<file path="config.mk">
export PLATFORM = sky130hd
export DESIGN_NAME = rx_cmd_parser
export DESIGN_NICKNAME = d
export VERILOG_FILES = /design/src/rtl/rx_cmd_pkg.sv /design/src/rtl/rx_cmd_timer.sv /design/src/rtl/rx_cmd_parser.sv
export SDC_FILE = /design/constraint.sdc
export NUM_CORES = 1
export LEC_CHECK = 0
export ABC_AREA = 1
export CAP_MARGIN = 25
export CORE_MARGIN = 3
export CORE_UTILIZATION = 35
export CTS_BUF_LIST = sky130_fd_sc_hd__clkbuf_8
export CTS_CLUSTER_SIZE = 20
export DETAILED_ROUTE_END_ITERATION = 8
export PLACE_DENSITY_LB_ADDON = 0.15
export SYNTH_ARGS = -nofsm -noshare
export SYNTH_HDL_FRONTEND = slang
export SYNTH_SLANG_ARGS = --single-unit
</file>
<file path="constraint.sdc">
create_clock -name clk -period 1.9 [get_ports clk]
set_clock_uncertainty 0.15 [all_clocks]
set_input_delay 0.38 -clock clk [delete_from_list [all_inputs] [get_ports clk]]
set_output_delay 0.38 -clock clk [all_outputs]
set_load 0.02 [all_outputs]
</file>
<file path="src/rtl/rx_cmd_pkg.sv">
// Shared definitions for the UART command parser.
//   - opcode byte values for the four command types
//   - parser FSM state encoding
//   - fixed register-file addresses used for the ALU operand writes
package rx_cmd_pkg;

  localparam logic [7:0] CMD_WR      = 8'hAA;  // opcode / addr / data
  localparam logic [7:0] CMD_RD      = 8'hBB;  // opcode / addr
  localparam logic [7:0] CMD_ALU_OP  = 8'hCC;  // opcode / A / B / fun
  localparam logic [7:0] CMD_ALU_NOP = 8'hDD;  // opcode / fun

  localparam int unsigned OPA_ADDR = 0;
  localparam int unsigned OPB_ADDR = 1;

  typedef enum logic [2:0] {
    ST_IDLE,
    ST_WR_ADDR,
    ST_WR_DATA,
    ST_RD_ADDR,
    ST_OP_A,
    ST_OP_B,
    ST_ALU_FUN
  } state_t;

endpackage

</file>
<file path="src/rtl/rx_cmd_timer.sv">
// Inter-byte timeout counter for the command parser.
// Only instantiated when RX_CMD_TIMEOUT_EN is defined.
//   clk, rst  : clock, asynchronous active-low reset
//   clr       : restart counting from zero (an accepted byte)
//   en        : count while high; held at zero while low
//   limit     : expiry count in clk cycles; zero disables expiry
//   expire    : high while the count has reached a non-zero limit
module rx_cmd_timer #(
  parameter int W = 16
) (
  input  logic         clk,
  input  logic         rst,
  input  logic         clr,
  input  logic         en,
  input  logic [W-1:0] limit,
  output logic         expire
);

  logic [W-1:0] cnt;

  always_ff @(posedge clk or negedge rst) begin
    if (!rst) begin
      cnt <= '0;
    end else if (clr || !en) begin
      cnt <= '0;
    end else if (cnt != limit) begin
      // Stops at the limit so the count can never wrap past it.
      cnt <= cnt + 1'b1;
    end
  end

  assign expire = en && (limit != '0) && (cnt == limit);

endmodule

</file>
<file path="src/rtl/rx_cmd_parser.sv">
// Byte-level command parser placed after the UART receiver. Decodes
// multi-byte frames into register-file write/read and ALU execute strobes.
//   clk, rst                 : clock, asynchronous active-low reset
//   p_data, data_valid       : received byte and its one-cycle qualifier
//   parity_error, stop_error : receiver error flags; abort any command
//   timeout_cyc              : inter-byte timeout (RX_CMD_TIMEOUT_EN only)
//   rf_wr_en, rf_rd_en       : one-cycle register-file strobes
//   rf_addr, rf_wr_data      : register-file address / data, held
//   alu_en, alu_fun          : one-cycle ALU strobe and held function
//   busy                     : a command is partially received
//   cmd_err                  : one-cycle pulse on abort or unknown opcode
// Optional feature macro: RX_CMD_TIMEOUT_EN (inter-byte timeout abort).
module rx_cmd_parser
  import rx_cmd_pkg::*;
#(
  parameter int DATA_W    = 8,
  parameter int ADDR_W    = 4,
  parameter int FUN_W     = 4,
  parameter int TIMEOUT_W = 16
) (
  input  logic                 clk,
  input  logic                 rst,
  input  logic [DATA_W-1:0]    p_data,
  input  logic                 data_valid,
  input  logic                 parity_error,
  input  logic                 stop_error,
  input  logic [TIMEOUT_W-1:0] timeout_cyc,
  output logic                 rf_wr_en,
  output logic                 rf_rd_en,
  output logic [ADDR_W-1:0]    rf_addr,
  output logic [DATA_W-1:0]    rf_wr_data,
  output logic                 alu_en,
  output logic [FUN_W-1:0]     alu_fun,
  output logic                 busy,
  output logic                 cmd_err
);

  state_t              state_q, state_d;
  logic                wr_en_d, rd_en_d, alu_en_d, err_d;
  logic [ADDR_W-1:0]   addr_d;
  logic [DATA_W-1:0]   wdata_d;
  logic [FUN_W-1:0]    fun_d;
  logic                frame_err;
  logic                accepted;
  logic                timeout_hit;

  assign frame_err = parity_error | stop_error;
  assign accepted  = data_valid & ~frame_err;

`ifdef RX_CMD_TIMEOUT_EN
  rx_cmd_timer #(
    .W (TIMEOUT_W)
  ) u_timer (
    .clk    (clk),
    .rst    (rst),
    .clr    (accepted),
    .en     (state_q != ST_IDLE),
    .limit  (timeout_cyc),
    .expire (timeout_hit)
  );
`else
  logic unused_timeout;
  assign unused_timeout = ^timeout_cyc;
  assign timeout_hit    = 1'b0;
`endif

  // NOTE: every signal gets a default before the case so no path leaves it
  // unassigned; otherwise synthesis would infer a latch to hold the value.
  always_comb begin
    state_d  = state_q;
    wr_en_d  = 1'b0;
    rd_en_d  = 1'b0;
    alu_en_d = 1'b0;
    err_d    = 1'b0;
    addr_d   = rf_addr;
    wdata_d  = rf_wr_data;
    fun_d    = alu_fun;

    if (frame_err) begin
      // A flagged byte is discarded even if data_valid is also high.
      err_d   = 1'b1;
      state_d = ST_IDLE;
    end else if (data_valid) begin
      // A byte landing on the expiry cycle takes priority over the timeout.
      unique case (state_q)
        ST_IDLE: begin
          case (p_data)
            DATA_W'(CMD_WR):      state_d = ST_WR_ADDR;
            DATA_W'(CMD_RD):      state_d = ST_RD_ADDR;
            DATA_W'(CMD_ALU_OP):  state_d = ST_OP_A;
            DATA_W'(CMD_ALU_NOP): state_d = ST_ALU_FUN;
            default:              err_d   = 1'b1;
          endcase
        end
        ST_WR_ADDR: begin
          addr_d  = p_data[ADDR_W-1:0];
          state_d = ST_WR_DATA;
        end
        ST_WR_DATA: begin
          wdata_d = p_data;
          wr_en_d = 1'b1;
          state_d = ST_IDLE;
        end
        ST_RD_ADDR: begin
          addr_d  = p_data[ADDR_W-1:0];
          rd_en_d = 1'b1;
          state_d = ST_IDLE;
        end
        ST_OP_A: begin
          addr_d  = ADDR_W'(OPA_ADDR);
          wdata_d = p_data;
          wr_en_d = 1'b1;
          state_d = ST_OP_B;
        end
        ST_OP_B: begin
          addr_d  = ADDR_W'(OPB_ADDR);
          wdata_d = p_data;
          wr_en_d = 1'b1;
          state_d = ST_ALU_FUN;
        end
        ST_ALU_FUN: begin
          fun_d    = p_data[FUN_W-1:0];
          alu_en_d = 1'b1;
          state_d  = ST_IDLE;
        end
        default: state_d = ST_IDLE;
      endcase
    end else if (timeout_hit) begin
      err_d   = 1'b1;
      state_d = ST_IDLE;
    end
  end

  // NOTE: non-blocking assignments in clocked blocks so every register
  // samples the pre-edge values, independent of statement order.
  always_ff @(posedge clk or negedge rst) begin
    if (!rst) begin
      state_q    <= ST_IDLE;
      rf_wr_en   <= 1'b0;
      rf_rd_en   <= 1'b0;
      alu_en     <= 1'b0;
      cmd_err    <= 1'b0;
      rf_addr    <= '0;
      rf_wr_data <= '0;
      alu_fun    <= '0;
    end else begin
      state_q    <= state_d;
      rf_wr_en   <= wr_en_d;
      rf_rd_en   <= rd_en_d;
      alu_en     <= alu_en_d;
      cmd_err    <= err_d;
      rf_addr    <= addr_d;
      rf_wr_data <= wdata_d;
      alu_fun    <= fun_d;
    end
  end

  assign busy = (state_q != ST_IDLE);

endmodule

</file>
* After elaboration in Yosys (flattened, before gate mapping)
Index checks and enable logic that the tools add are counted.
** Storage, ports and cells
- Logic and storage cells :: 50
- Bits of input ports :: 29
- Register bits :: 23
- Output and inout port bits :: 21
** Cells by class
- Bitwise logic cells :: 2
- Muxes and demuxes :: 18
- Reductions and logical operators :: 11
- Equality and inequality tests :: 11
** Operators with widths (number)
- 8-bit equality test, second input constant :: 4
- 3-bit case mux with 4 select lines :: 2
- 1-bit two-way mux :: 13
- 4-bit case mux with 3 select lines :: 1
- 3-bit equality test, second input constant :: 3
- 3-bit AND reduction :: 3
- 3-bit by 2-bit equality test with 1-bit output, second input constant :: 2
- 3-bit two-way mux :: 2
- 6-bit by 2-bit != test with 1-bit output, second input constant :: 1
- 3-bit nonzero test :: 2
- 4-bit OR reduction :: 1
- 3-bit by 1-bit equality test with 1-bit output, second input constant :: 1
- 3-bit zero test :: 1
- 3-bit OR reduction :: 1
- 2-bit AND reduction :: 1
- 2-bit nonzero test :: 1
- 2-bit OR reduction :: 1
- 1-bit NOT :: 1
- 1-bit OR :: 1

* Logic depth before layout (Yosys ltp)
Gate-level depths: netlist of run 1.
- Depth after elaboration :: 6
- Mapped depth :: 8
- Mapped depth without buffers :: 8

* Worst setup path before layout of run 1
OpenSTA, ideal clock, no wires.
- Kind :: reg2reg
- From :: reg state_q[1]
- To :: reg state_q[0]
- Data arrival time :: 1.321 ns
- Setup slack :: 0.364 ns
- Data required time :: 1.685 ns
- Cell stages (with the launch flop) :: 8
- Period minus slack after synthesis :: 1.536 ns
- Path through :: dfrtp_1 -> inv_1 -> nand3_1 -> nor2_1 -> nand2_1 -> o21bai_1 -> nand2_1 -> nand2_1
** Between the ends
- Word-level cells in the longest chain between the ends :: 4
- Elaborated cells on any way between the ends :: 9
- Classes of those cells :: 4 x eq/ne; 3 x mux; 2 x reduce/logical
** RTL lines
- start, declared :: RTL line rx_cmd_parser.sv:38 : state_t state_q, state_d;
- start signal, assigned :: RTL line rx_cmd_parser.sv:147 : state_q <= state_d;
- 3-bit equality test, or another cell as far along :: RTL line rx_cmd_parser.sv:85 : unique case (state_q)
- 3-bit case mux with 4 select lines :: RTL line rx_cmd_parser.sv:85
- 3-bit two-way mux :: RTL line rx_cmd_parser.sv:83 : end else if (data_valid) begin
- 3-bit two-way mux :: RTL line rx_cmd_parser.sv:79 : if (frame_err) begin
Parallel ways exist; a longest one is shown, timed or not. The select of a mux whose other input is x is not followed.
A chain may end at the register's enable or synchronous reset.

* Worst setup path in the final report of run 1
- From :: reg state_q[0]
- To :: out busy
** Between the ends
- Word-level cells in the longest chain between the ends :: 1
** RTL lines
- 3-bit nonzero test :: RTL line rx_cmd_parser.sv:158 : assign busy = (state_q != ST_IDLE);
- end, declared :: RTL line rx_cmd_parser.sv:34 : output logic busy,
Every way passes these cells.

==> qor.txt, run 1 <==
# nets final: 215
Root Driver: clkbuf_8
Antenna Cells: 0
htree depth: 1
Max-slew headroom: 79.3%
ys flop type: dfrtp_1
worst path required time: 1370 ps
Post-Syn Area: 1070 µm²
I/O pin count: 50
Netlist cell types: 15
post-DP HPWL: 1950 µm
clock buffer depth: 2
sequential area share after synthesis: 53.6%
drt drc: 0
gr busiest metal: met2
CP Cell Sequence: inv_1 > nand3_1 > dlygate4sd2_1
first-pass GRT wire length: 4030 µm
Fin. Hold Viols: 0
Mapped Cells: 137
status: completed
met2 usage: 24.6%
Mapped Nets: 166
max-slew violations: 0
clk_lat worst skew: 260 ps
TritonCTS clock tree: built
starting density of the core: 37.9%
CTS clk-pin slew, worst paths: 80 ps
# rows: 19
full die area: 3770 µm²
RSZ-0062 raised after global routing: no
post-route cell area: 1570 µm²
slowest cell on the critical path: dfrtp_1
most frequent cell after synthesis: nand2_1
CTS buffer count: 3
RD Place Congestion: 0.876
grt ovf: 0
die span in y: 61.4 µm
Yosys top cell by area: dfrtp_1
Tcrit/Tclk final: 93.1%
vias per inst: 4.51
initial DRC count: 34
overall power: 0.945 mW
synthesized area per cell: 7.84 µm²
#FFs+latches synth: 23
GRT met3 Usage: 2.73%
postcts setup bufs: 0
worst slew pin tran: 311 ps
worst min-delay path class: in2async
power density cells: 604 nW/µm²
die width: 61.4 µm
switching share of power: 24.6%
CP startpoint kind: register
leak pwr: 0.791 nW
Final Worst Setup Slack: 131 ps
ratio of cells with drive above 1 in the final layout: 10.8%
reg2reg path depth: 8
top post-synthesis cells by count: 48 x nand2_1, 23 x dfrtp_1, 21 x nor2_1
EDFF count, synth: 0
worst-path fanout max: 6
core area: 2830 µm²
pin count of the biggest net entering global routing: 24
YS warnings: 0
crit-path max cell delay: 380 ps
PortBufs: 33
Routed WL: 2470 µm
drt wl/cell: 11.4 µm
clock share of power: 32.1%
via count: 975
NetSw: 0.232 mW
hold_buf cts: 0
Routed Antenna Nets: 0
Internal Power: 0.713 mW
Worst IR Drop VDD: 0.330 mV
met1 Usage GRT: 18.4%
asr flop ratio synth: 100%
Tot GR Track Use: 14.5%
top-area cell type share of the netlist area: 53.6%
final count of negative-setup-slack endpoints: 0
crit path DAT: 1240 ps
Worst setup EP type: output pin
initial antenna violation count: 0
Setup CP Type: reg2out
Seq pwr share: 53.8%
clk sink count: 23
Tmin final: 1770 ps
P&R area growth vs syn: 45.9%
placed cell areas: 1520 µm²
ranking of synthesized cells by area: dfrtp_1 54%, nand2_1 17%, nor2_1 7.3%
f_max: 565 MHz
worst slack, placed: -4.20 ps
1st-pass router iterations: 4
vias in the first global route: 919
power share of the combinational group: 14.2%
max_cap viols: 0
[worst paths after layout]
| check | startpoint | endpoint | slack, ps |
|---|---|---|---|
| worst max-delay path | state_q[0]$_DFFE_PN0P_ | busy | 130 |
| worst min-delay path | rst | rf_wr_data[3]$_DFFE_PN0P_ | 320 |
| worst max register to register | state_q[0]$_DFFE_PN0P_ | state_q[0]$_DFFE_PN0P_ | 370 |
| worst min register to register | rf_wr_data[5]$_DFFE_PN0P_ | rf_wr_data[5]$_DFFE_PN0P_ | 330 |
| max in group asynchronous | rst | rf_wr_data[6]$_DFFE_PN0P_ | 1040 |
| min in group clk | rf_wr_data[5]$_DFFE_PN0P_ | rf_wr_data[5]$_DFFE_PN0P_ | 330 |
[kinds of logic (layout without fill, tap and decap cells)]
family                 count (synthesis)  after routing  share of synthesized area, %
AND/OR/NAND/NOR                       80             80                          31.4
flip-flops                            23             23                          53.6
AO/OA/AOI/OAI                         19             19                          9.09
buffers and inverters                 15             63                          5.94
[metal layers]
metal	up-vias	share of wire, %
met5	-	0
met4	0	0.69
met3	2	4.9
met2	18	47
met1	426	48
li1	529	-
[sequential cells by signal, indices dropped and copies added (netlist names)]
| name | flops |
|---|---|
| rf_addr | 4 |
| alu_fun | 4 |
| cmd_err | 1 |
| rf_wr_data | 8 |
| rf_rd_en | 1 |
| rf_wr_en | 1 |
| alu_en | 1 |
| state_q | 3 |
[through the flow]
step | hold slack [ps] | utilization [%] | setup TNS (ps) | std cells
floorplan | -65.6 | - | 0 | 137
global placement | 305 | 53.8 | 0 | 212
detailed placement | 317 | 53.8 | -6.35 | 212
CTS | 333 | 55.4 | 0 | 216
global route | 342 | 55.4 | 0 | 216
finish | 324 | 55.4 | 0 | 216
[power groups by stage]
stage,sequential [mW],clock (mW),combinational (mW)
floorplan,0.535,0,0.0346
global route,0.510,0.328,0.148
CTS,0.509,0.310,0.136
finish,0.508,0.303,0.134
global placement,0.518,0,0.134
detailed placement,0.518,0,0.136
[timing repair]
item / CTS / global route
setup endpoints to repair: 1 / 0
resized for setup: 1 / 0
hold endpoints to repair: 0 / 0
[cells in the final DEF (no fill, tap or decap), drive strengths merged]
| cell | Yosys | routed |
|---|---|---|
| inv | 14 | 14 |
| o21bai | 1 | 1 |
| o21ai | 9 | 9 |
| nor4 | 2 | 2 |
| clkinv | 0 | 1 |
| clkdlybuf4s50 | 0 | 32 |
| nand2 | 48 | 48 |
| nand3b | 1 | 1 |
| buf | 1 | 12 |
| clkbuf | 0 | 3 |
| a21oi | 9 | 9 |
| nand3 | 6 | 6 |
| dfrtp | 23 | 23 |
| nor2 | 22 | 22 |
| dlygate4sd2 | 0 | 1 |
| nand4 | 1 | 1 |
[worst max-delay path: cells and delay by family (launching register included)]
| kind | cells | cell delay, ps |
|---|---|---|
| buffers and inverters | 2 | 480 |
| and+or+nand+nor | 1 | 120 |
| DFF | 1 | 380 |
[final cells by class]
type,instances,area (µm²)
fill,286,1260
multi-input combinational,99,434
clock inverter,1,5.00
timing repair buffer,45,419
tap,31,38.8
inverter,14,52.6
sequential,23,576
clock buffer,3,41.3
Note: power is estimated with default switching activity, not from simulation.
==> inputs of run 2 (changes only) <==
--- a/config.mk
+++ b/config.mk
@@ -7,8 +7,8 @@
 export LEC_CHECK = 0
 export ABC_AREA = 1
 export CAP_MARGIN = 25
-export CORE_MARGIN = 3
-export CORE_UTILIZATION = 35
+export CORE_MARGIN = 1.5
+export CORE_UTILIZATION = 42
 export CTS_BUF_LIST = sky130_fd_sc_hd__clkbuf_8
 export CTS_CLUSTER_SIZE = 20
 export DETAILED_ROUTE_END_ITERATION = 8
==> qor.txt, run 2 (synthesis gave the netlist of run 1 again) <==
status: completed
Max-slew headroom: 80.9% (+1.6 points)
vias in the first global route: 938 (+2.1%)
grt ovf: 0 (unchanged)
# placed instances: 210 (-0.94%)
crit-path leading delay family: buffers and inverters
drt wl/cell: 11.5 µm (+0.40%)
worst min-delay path class: in2async
reg2reg path depth: 8 (unchanged)
final count of negative-setup-slack endpoints: 0 (unchanged)
Tot GR Track Use: 19.0% (+4.5 points)
RSZ-0062 raised after global routing: no
most frequent cells in the layout: 48 x nand2_1, 32 x clkdlybuf4s50_1, 23 x dfrtp_1
Setup CP Type: reg2out
power density cells: 613 nW/µm² (+1.5%)
post-DP HPWL: 1840 µm (-5.3%)
first-pass GRT wire length: 3860 µm (-4.3%)
P&R area growth vs syn: 45.1%
die span in y: 53.6 µm (-13%)
# rows: 18 (-1)
Antenna Cells: 0 (unchanged)
Tcrit/Tclk final: 96.1% (+2.9 points)
Final Worst Setup Slack: 74.8 ps (-55.8 ps)
overall power: 0.954 mW (+0.94%)
worst-path fanout max: 6 (unchanged)
PortBufs: 33 (unchanged)
flop2flop setup slack: 320 ps (-50 ps)
Routed Antenna Nets: 0 (unchanged)
worst path required time: 1370 ps (about the same)
crit-path max cell delay: 450 ps (+70 ps)
RD Place Congestion: 0.869 (-0.75%)
Fin. Hold Viols: 0 (unchanged)
full die area: 2870 µm² (-24%)
most common cell after layout, fill and taps aside: nand2_1
Worst IR Drop VDD: 0.469 mV (+42%)
f_max: 548 MHz (-3.1%)
initial DRC count: 14 (-59%)
clk_lat worst skew: 270 ps (about the same)
CP startpoint kind: register
initial antenna violation count: 0 (unchanged)
drt drc: 0 (unchanged)
crit path DAT: 1300 ps (+60 ps)
Layout Cells excl Fill: 214 (-0.93%)
setup TNS: 0 ps (unchanged)
starting density of the core: 43.7% (+5.8 points)
ratio of cells with drive above 1 in the final layout: 10.9% (+0.059 points)
CTS clk-pin slew, worst paths: 80 ps (about the same)
Top Registers: rf_wr_data (8), alu_fun (4), rf_addr (4)
# nets final: 214 (-0.47%)
Routed WL: 2450 µm (-0.53%)
Bufs and invs on worst path: 2 (unchanged)
max-slew violations: 0 (unchanged)
pin count of the biggest net entering global routing: 24 (unchanged)
core area: 2450 µm² (-13%)
Critical R2R Launch: state_q[0]$_DFFE_PN0P_
worst slack, placed: -13.2 ps (-9.04 ps)
Tmin final: 1830 ps (+55.8 ps)
1st-pass router iterations: 4 (unchanged)
via count: 1016 (+4.2%)
max_cap viols: 0 (unchanged)
worst slew pin tran: 286 ps (-24.1 ps)
die width: 53.6 µm (-13%)
Largest register FFs: 8 (unchanged)
htree depth: 1 (unchanged)
leak pwr: 0.786 nW (-0.65%)
slowest cell on the critical path: dfrtp_1
CP Cell Sequence: inv_2 > nand3_1 > dlygate4sd2_1
CTS buffer count: 3 (unchanged)
Root Driver: clkbuf_8
clk sink count: 23 (unchanged)
TritonCTS clock tree: built
Worst setup EP type: output pin
clock buffer depth: 2 (unchanged)
reg2reg end: state_q[2]$_DFFE_PN0P_
Reg with most FFs: rf_wr_data
vias per inst: 4.75 (+5.2%)
I/O pin count: 50 (unchanged)
==> run 2: changes by cell type in the layout (fill, tap and decap cells not counted) <==
cell	before	now
buf_4	12	11
inv_1	12	11
inv_2	2	3
==> run 2: repair_timing <==
item | 4_1_cts | 5_1_grt
setup endpoints to repair | 1 | 1
gates resized for setup | 1 | 1
hold buffers | 0 | 0
hold endpoints to repair | 0 | 0
buffers inserted | 0 | 0
==> run 2: worst register-to-register path: cells and delay by family (launching register included) <==
| kind | cells | cell delay (ps) |
|---|---|---|
| DFF | 1 | 450 |
| and+or+nand+nor | 5 | 400 |
| buffers and inverters | 2 | 280 |
| AOI/OAI and AO/OA | 1 | 240 |
==> run 2: report_power, final <==
group / internal [mW] / switching, mW
sequential: 0.502 / 0.00701
combinational: 0.0649 / 0.0695
clock: 0.147 / 0.164
==> run 2: routing by layer <==
metal / vias up / track usage [%] / share of wire (%)
li1: 524 / - / -
met1: 455 / 25.8 / 49
met2: 31 / 29.2 / 45
met3: 6 / 2.78 / 4.3
met4: 0 / 10.3 / 2.1
met5: - / 0 / 0
==> run 2: worst max path at each step <==
stage	start	endpoint	slack, ps	depth (start not counted)
after floorplan	state_q[1]$_DFFE_PN0P_	state_q[0]$_DFFE_PN0P_	360	7
after global placement	p_data[3]	state_q[2]$_DFFE_PN0P_	10	7
after detailed placement	p_data[3]	state_q[0]$_DFFE_PN0P_	-10	8
after CTS	state_q[0]$_DFFE_PN0P_	busy	20	3
after global routing	state_q[0]$_DFFE_PN0P_	busy	8	3
final	state_q[0]$_DFFE_PN0P_	busy	70	3
==> run 2: final cells by class <==
cell class / count / area, µm²
sequential: 23 / 576
inverter: 14 / 52.6
tap: 30 / 37.5
timing repair buffer: 44 / 412
fill: 217 / 897
multi-input combinational: 99 / 434
clock inverter: 1 / 5.00
clock buffer: 3 / 41.3
==> run 2: metrics by stage <==
step,cell area [µm²],util (%),hold WS (ps)
floorplan,1070,-,-65.6
global placement,1510,61.6,304
finish,1560,63.5,306
CTS,1560,63.5,317
global route,1560,63.5,357
detailed placement,1510,61.6,309
==> inputs of run 3 (changes only) <==
--- a/config.mk
+++ b/config.mk
@@ -6,8 +6,9 @@
 export NUM_CORES = 1
 export LEC_CHECK = 0
 export ABC_AREA = 1
+export ABC_CLOCK_PERIOD_IN_PS = 2000
 export CAP_MARGIN = 25
-export CORE_MARGIN = 1.5
+export CORE_MARGIN = 4
 export CORE_UTILIZATION = 42
 export CTS_BUF_LIST = sky130_fd_sc_hd__clkbuf_8
 export CTS_CLUSTER_SIZE = 20
==> constraint.sdc (replaced) <==
create_clock -name clk -period 2 [get_ports clk]
set_clock_uncertainty 0.15 [all_clocks]
set_input_delay 0.4 -clock clk [delete_from_list [all_inputs] [get_ports clk]]
set_output_delay 0.4 -clock clk [all_outputs]
set_load 0.02 [all_outputs]
==> qor.txt, run 3 (synthesis gave the netlist of run 1 again) <==
status: completed
starting density of the core: 43.7% (unchanged)
crit-path leading delay family: buffers and inverters
Largest register FFs: 8 (unchanged)
CTS buffer count: 3 (unchanged)
postcts setup bufs: 0 (unchanged)
RSZ-0062 raised after global routing: no
TritonCTS clock tree: built
1st-pass router iterations: 4 (unchanged)
Max-slew headroom: 80.3% (-0.56 points)
die width: 58.6 µm (+9.3%)
clk sink count: 23 (unchanged)
max-slew violations: 0 (unchanged)
Tot GR Track Use: 17.0% (-2.0 points)
Reg with most FFs: rf_wr_data
Tcrit/Tclk final: 95.2%
post-DP HPWL: 1950 µm (+5.8%)
vias in the first global route: 1075 (+15%)
worst slew pin tran: 295 ps (+8.44 ps)
slowest cell on the critical path: dfrtp_2
worst min-delay path class: in2async
CP startpoint kind: register
full die area: 3430 µm² (+20%)
most common cell after layout, fill and taps aside: nand2_1
max_cap viols: 0 (unchanged)
Routed Antenna Nets: 0 (unchanged)
hold_buf cts: 0 (unchanged)
# placed instances: 207 (-1.4%)
Tmin final: 1900 ps
ratio of cells with drive above 1 in the final layout: 8.84% (-2.0 points)
initial DRC count: 43 (+29)
grt ovf: 0 (unchanged)
via count: 1051 (+3.4%)
setup TNS: 0 ps (unchanged)
clock buffer depth: 2 (unchanged)
crit path DAT: 1350 ps (+50 ps)
# rows: 18 (unchanged)
worst-path fanout max: 7 (+1)
Top Registers: rf_wr_data (8), alu_fun (4), rf_addr (4)
CP Cell Sequence: inv_2 > nand3_1 > dlygate4sd2_1
WL met3: 188 µm (+79%)
P&R area growth vs syn: 43.0%
reg2reg end: state_q[0]$_DFFE_PN0P_
RD Place Congestion: 0.929 (+7.0%)
Layout Cells excl Fill: 211 (-1.4%)
power density cells: 582 nW/µm² (-5.0%)
reg2reg path depth: 7 (-1)
pin count of the biggest net entering global routing: 24 (unchanged)
htree depth: 1 (unchanged)
Antenna Cells: 0 (unchanged)
drt wl/cell: 12.4 µm (+8.5%)
crit-path max cell delay: 460 ps (about the same)
clk_lat worst skew: 260 ps (about the same)
Post-CTS Resized: 1 (unchanged)
die span in y: 58.6 µm (+9.3%)
leak pwr: 0.769 nW (-2.1%)
# nets final: 211 (-1.4%)
Worst IR Drop VDD: 0.443 mV (-5.6%)
Root Driver: clkbuf_8
final count of negative-setup-slack endpoints: 0 (unchanged)
vias per inst: 4.98 (+4.9%)
first-pass GRT wire length: 4470 µm (+16%)
PortBufs: 33 (unchanged)
max layer used: met4
Bufs and invs on worst path: 2 (unchanged)
worst path required time: 1450 ps (+80 ps)
drt drc: 0 (unchanged)
Worst setup EP type: output pin
I/O pin count: 50 (unchanged)
met1 WL: 1190 µm (-0.92%)
f_max: 525 MHz
Setup CP Type: reg2out
flop2flop setup slack: 520 ps (+200 ps)
Fin. Hold Viols: 0 (unchanged)
core area: 2450 µm² (unchanged)
metal2 WL: 1190 µm (+8.6%)
initial antenna violation count: 0 (unchanged)
CTS clk-pin slew, worst paths: 80 ps (about the same)
Critical R2R Launch: state_q[2]$_DFFE_PN0P_
most frequent cells in the layout: 48 x nand2_1, 32 x clkdlybuf4s50_1, 22 x dfrtp_1
Routed WL: 2620 µm (+6.9%)
==> run 3: routing by layer <==
| metal | up-vias | track usage, % |
|---|---|---|
| met4 | 0 | 9.93 |
| met1 | 483 | 21.7 |
| met2 | 43 | 27.0 |
| li1 | 520 | - |
| met3 | 5 | 3.07 |
| met5 | - | 0 |
==> run 3: worst max path at each step <==
stage,from,end,cells after the start
global placement,p_data[7],state_q[2]$_DFFE_PN0P_,7
detailed placement,p_data[7],state_q[0]$_DFFE_PN0P_,8
global route,state_q[2]$_DFFE_PN0P_,busy,3
finish,state_q[2]$_DFFE_PN0P_,busy,3
floorplan,state_q[1]$_DFFE_PN0P_,state_q[0]$_DFFE_PN0P_,7
CTS,state_q[2]$_DFFE_PN0P_,busy,3
==> run 3: layout make-up <==
class | instances | area (µm²)
Clock buffer | 3 | 41.3
Clock inverter | 1 | 3.75
Fill cell | 212 | 920
Inverter | 14 | 52.6
Multi-Input combinational cell | 99 | 434
Sequential cell | 23 | 577
Tap cell | 30 | 37.5
Timing Repair Buffer | 41 | 389
==> run 3: power by group <==
group,switching (mW),leakage [nW],internal (mW)
sequential,0.00659,0.308,0.477
combinational,0.0670,0.435,0.0596
clock,0.146,0.0269,0.137
total,0.220,0.769,0.674
==> run 3: stage by stage <==
step	setup WS (ps)	area [µm²]	power, mW	hold WS, ps	util, %
floorplan	464	1070	0.541	-45.6	-
global placement	76.3	1490	0.616	304	60.7
detailed placement	48.6	1490	0.619	320	60.7
CTS	72.4	1530	0.904	339	62.5
global route	27.1	1540	0.938	354	62.5
finish	96.7	1540	0.893	336	62.5
==> run 3: worst reg2reg max path, cell delays in order (launching register included) <==
cell      delay (ps)
dfrtp_2          460
inv_2            120
nand3_1          150
nor2_1           120
nand2_1           60
o21bai_1         210
nand2_1           90
nand2_1           70
==> RTL change (flow settings as in run 3) <==
Make the reset (`rst`) synchronous in one clocked block. Comments in the files are not updated.
--- a/src/rtl/rx_cmd_parser.sv
+++ b/src/rtl/rx_cmd_parser.sv
@@ -133,7 +133,7 @@
 
   // NOTE: non-blocking assignments in clocked blocks so every register
   // samples the pre-edge values, independent of statement order.
-  always_ff @(posedge clk or negedge rst) begin
+  always_ff @(posedge clk) begin
     if (!rst) begin
       state_q    <= ST_IDLE;
       rf_wr_en   <= 1'b0;
Behaviour: differs if rst is asserted again (counterexample within 4 cycles, from zero or initial values and one cycle with rst low); with rst held inactive, the same outputs for 10 cycles.
==> RTL change against run 3 <==
Area after synthesis decreased by 2.8%; total power decreased by 8.8%; routed wire length decreased by 8.1%; first-iteration DRC count decreased by 86%; combinational power decreased by 43%; global-route usage decreased by 0.54 points; synthesized cell count increased by 1.5%; design area decreased by 3.3%; sequential cell count unchanged; worst setup slack got worse by 0.042 ns; via count decreased by 1.2%; sequential power decreased by 5.0%.
==> RTL change: results (changes against run 3) <==
- M3 GR Usage: 4.009% (was 3.070%)
- Unique cell type count in the Yosys netlist: 24 (was 15)
- The total via count after detailed routing was 1038 (was 1051).
- IR drop worst, VDD: 0.4166 mV (was 0.4429 mV)
* Worst Hold Class: reg2reg (was in2async)
* Ranking of synthesized cells by instance count: dfxtp_1 (23), nand2_1 (23), nor2_1 (21) (was nand2_1 (48), dfrtp_1 (23), nor2_1 (21))
- Top flop regs: rf_wr_data x8, alu_fun x4, rf_addr x4 (unchanged).
* Routed len/inst: 11.53 µm (was 12.43 µm)
- Number of filler cells placed in the layout: 201 (was 212)
- Slack of the worst reg-to-reg path: 0.50 ns (was 0.52 ns)
- Crit path DAT: 1.40 ns (was 1.35 ns)
- Count of buffers inserted at the top-level ports: 33 (unchanged)
- Cell types with the largest area share after synthesis: dfxtp_1 (44%), nand2_1 (8.3%), nor2_1 (7.6%), inv_1 (5.4%), a21oi_1 (5.3%) (was dfrtp_1 (54%), nand2_1 (17%), nor2_1 (7.3%), a21oi_1 (4.2%), o21ai_0 (4.2%)).
- Clock slew at the register clock pins of the worst setup and hold paths: 0.08 ns (about the same)
* Number of warnings printed during yosys synthesis: 0 (unchanged)
- The met2 routing resource usage after global routing was 29.03% (was 26.95%).
* Crit Path Max Fanout: 4 (was 7)
- Final Net Count: 211 (unchanged)
* Syn_nets: 168 (was 166)
* HPWL Detailed: 1.841 mm (was 1.951 mm)
- Reported leakage power: 0.6601 nW (was 0.7695 nW)
* Routing usage on met1: 19.46% (was 21.66%)
- The top flip-flop cell by instance count after synthesis is dfxtp_1 (was dfrtp_1).
* Drt first pass iters: 4 (unchanged)
- The post-synthesis sequential area ratio is 44.12% (was 53.61%).
* Clock root buffer master: clkbuf_8 (unchanged)
* Antenna diodes: 0 (unchanged)
* Global Route Usage Sum: 16.46% (was 17.00%)
* Antenna violations before repair: 0 (unchanged)
- The DRC marker count from the first detailed-route iteration was 6 (was 43).
- The H-tree depth was 1 (unchanged).
- The share of layout cells above drive strength 1 is 17.13% (was 8.840%).
* Worst-case clock buffer depth: 2 (unchanged)
* Final estimated routing congestion in global placement: 0.8190 (was 0.9294)
- The clock latency on the worst-skew pair came to 0.26 ns (about the same).
* Hold slack: 0.3221 ns (was 0.3359 ns)
- The headroom to the max-slew limit is 78.54% (was 80.34%).
- The total clock buffers created by CTS came to 3 (unchanged).
- Status: finished clean (unchanged).
- The post-synthesis async set-or-reset flop share was 0% (was 100.0%).
- The global-route wire length before repair was 4.374 mm (was 4.471 mm).
- Pin count of the biggest net entering global routing: 15 (was 24)
[RTL change: power by group]
part	internal [W]	total, W	switching [W]
registers	0.000459	0.000459	0.000000513
logic	0.0000356	0.0000722	0.0000366
clock network	0.000139	0.000283	0.000144
total	0.000633	0.000815	0.000181
[RTL change: kinds of logic after synthesis]
group,count (synthesis),synth area share [%]
AND/OR/NAND/NOR,62,28.06
AO/OA/AOI/OAI,32,18.23
buffers and inverters,22,9.592
flip-flops,23,44.12
[RTL change: worst max-delay path, stage by stage, from the launching register on]
cell and delay (ns):
dfxtp_1 0.34, inv_1 0.11, nand2_1 0.11, nor2_2 0.17
inv_1 0.08, dlygate4sd2_1 0.32
[RTL change: routing by layer]
metal | wire [µm] | up-vias
met1 | 1078 | 475
met5 | 0 | -
li1 | - | 531
met2 | 1149 | 27
met3 | 142 | 5
met4 | 40 | 0
[RTL change: cell type report]
type                    instances  area share (%)
multi-input cells              94           32.55
repair buffers                 40           25.72
inverters                      20           5.228
clock inverters                 1          0.3373
clock buffers                   3           2.782
flip-flops and latches         23           31.03
well taps                      28           2.361
[RTL change: repair_timing]
| item | in CTS | in global routing |
|---|---|---|
| pin swaps | 0 | 1 |
| setup buffers | 0 | 3 |
| resized for setup | 1 | 0 |
| setup endpoints to repair | 1 | 1 |
[RTL change: path summary, 6_finish.rpt]
path | start | endpoint | depth (start not counted)
max reg2reg | state_q[0] | state_q[1] | 9
min | rf_addr[1] | rf_addr[1] | 2
max | state_q[0] | busy | 5
min reg2reg | rf_addr[1] | rf_addr[1] | 2
[RTL change: per-stage QoR]
step / TNS, ns / instance area [µm²] / std cells / setup slack [ns]
2_1_floorplan: 0 / 1044 / 139 / 0.6736
3_3_place_gp: 0 / 1416 / 202 / 0.07560
3_5_place_dp: 0 / 1416 / 202 / 0.05521
4_1_cts: 0 / 1461 / 206 / 0.05435
5_1_grt: -0.02708 / 1484 / 209 / -0.02708
6_report: 0 / 1484 / 209 / 0.05441
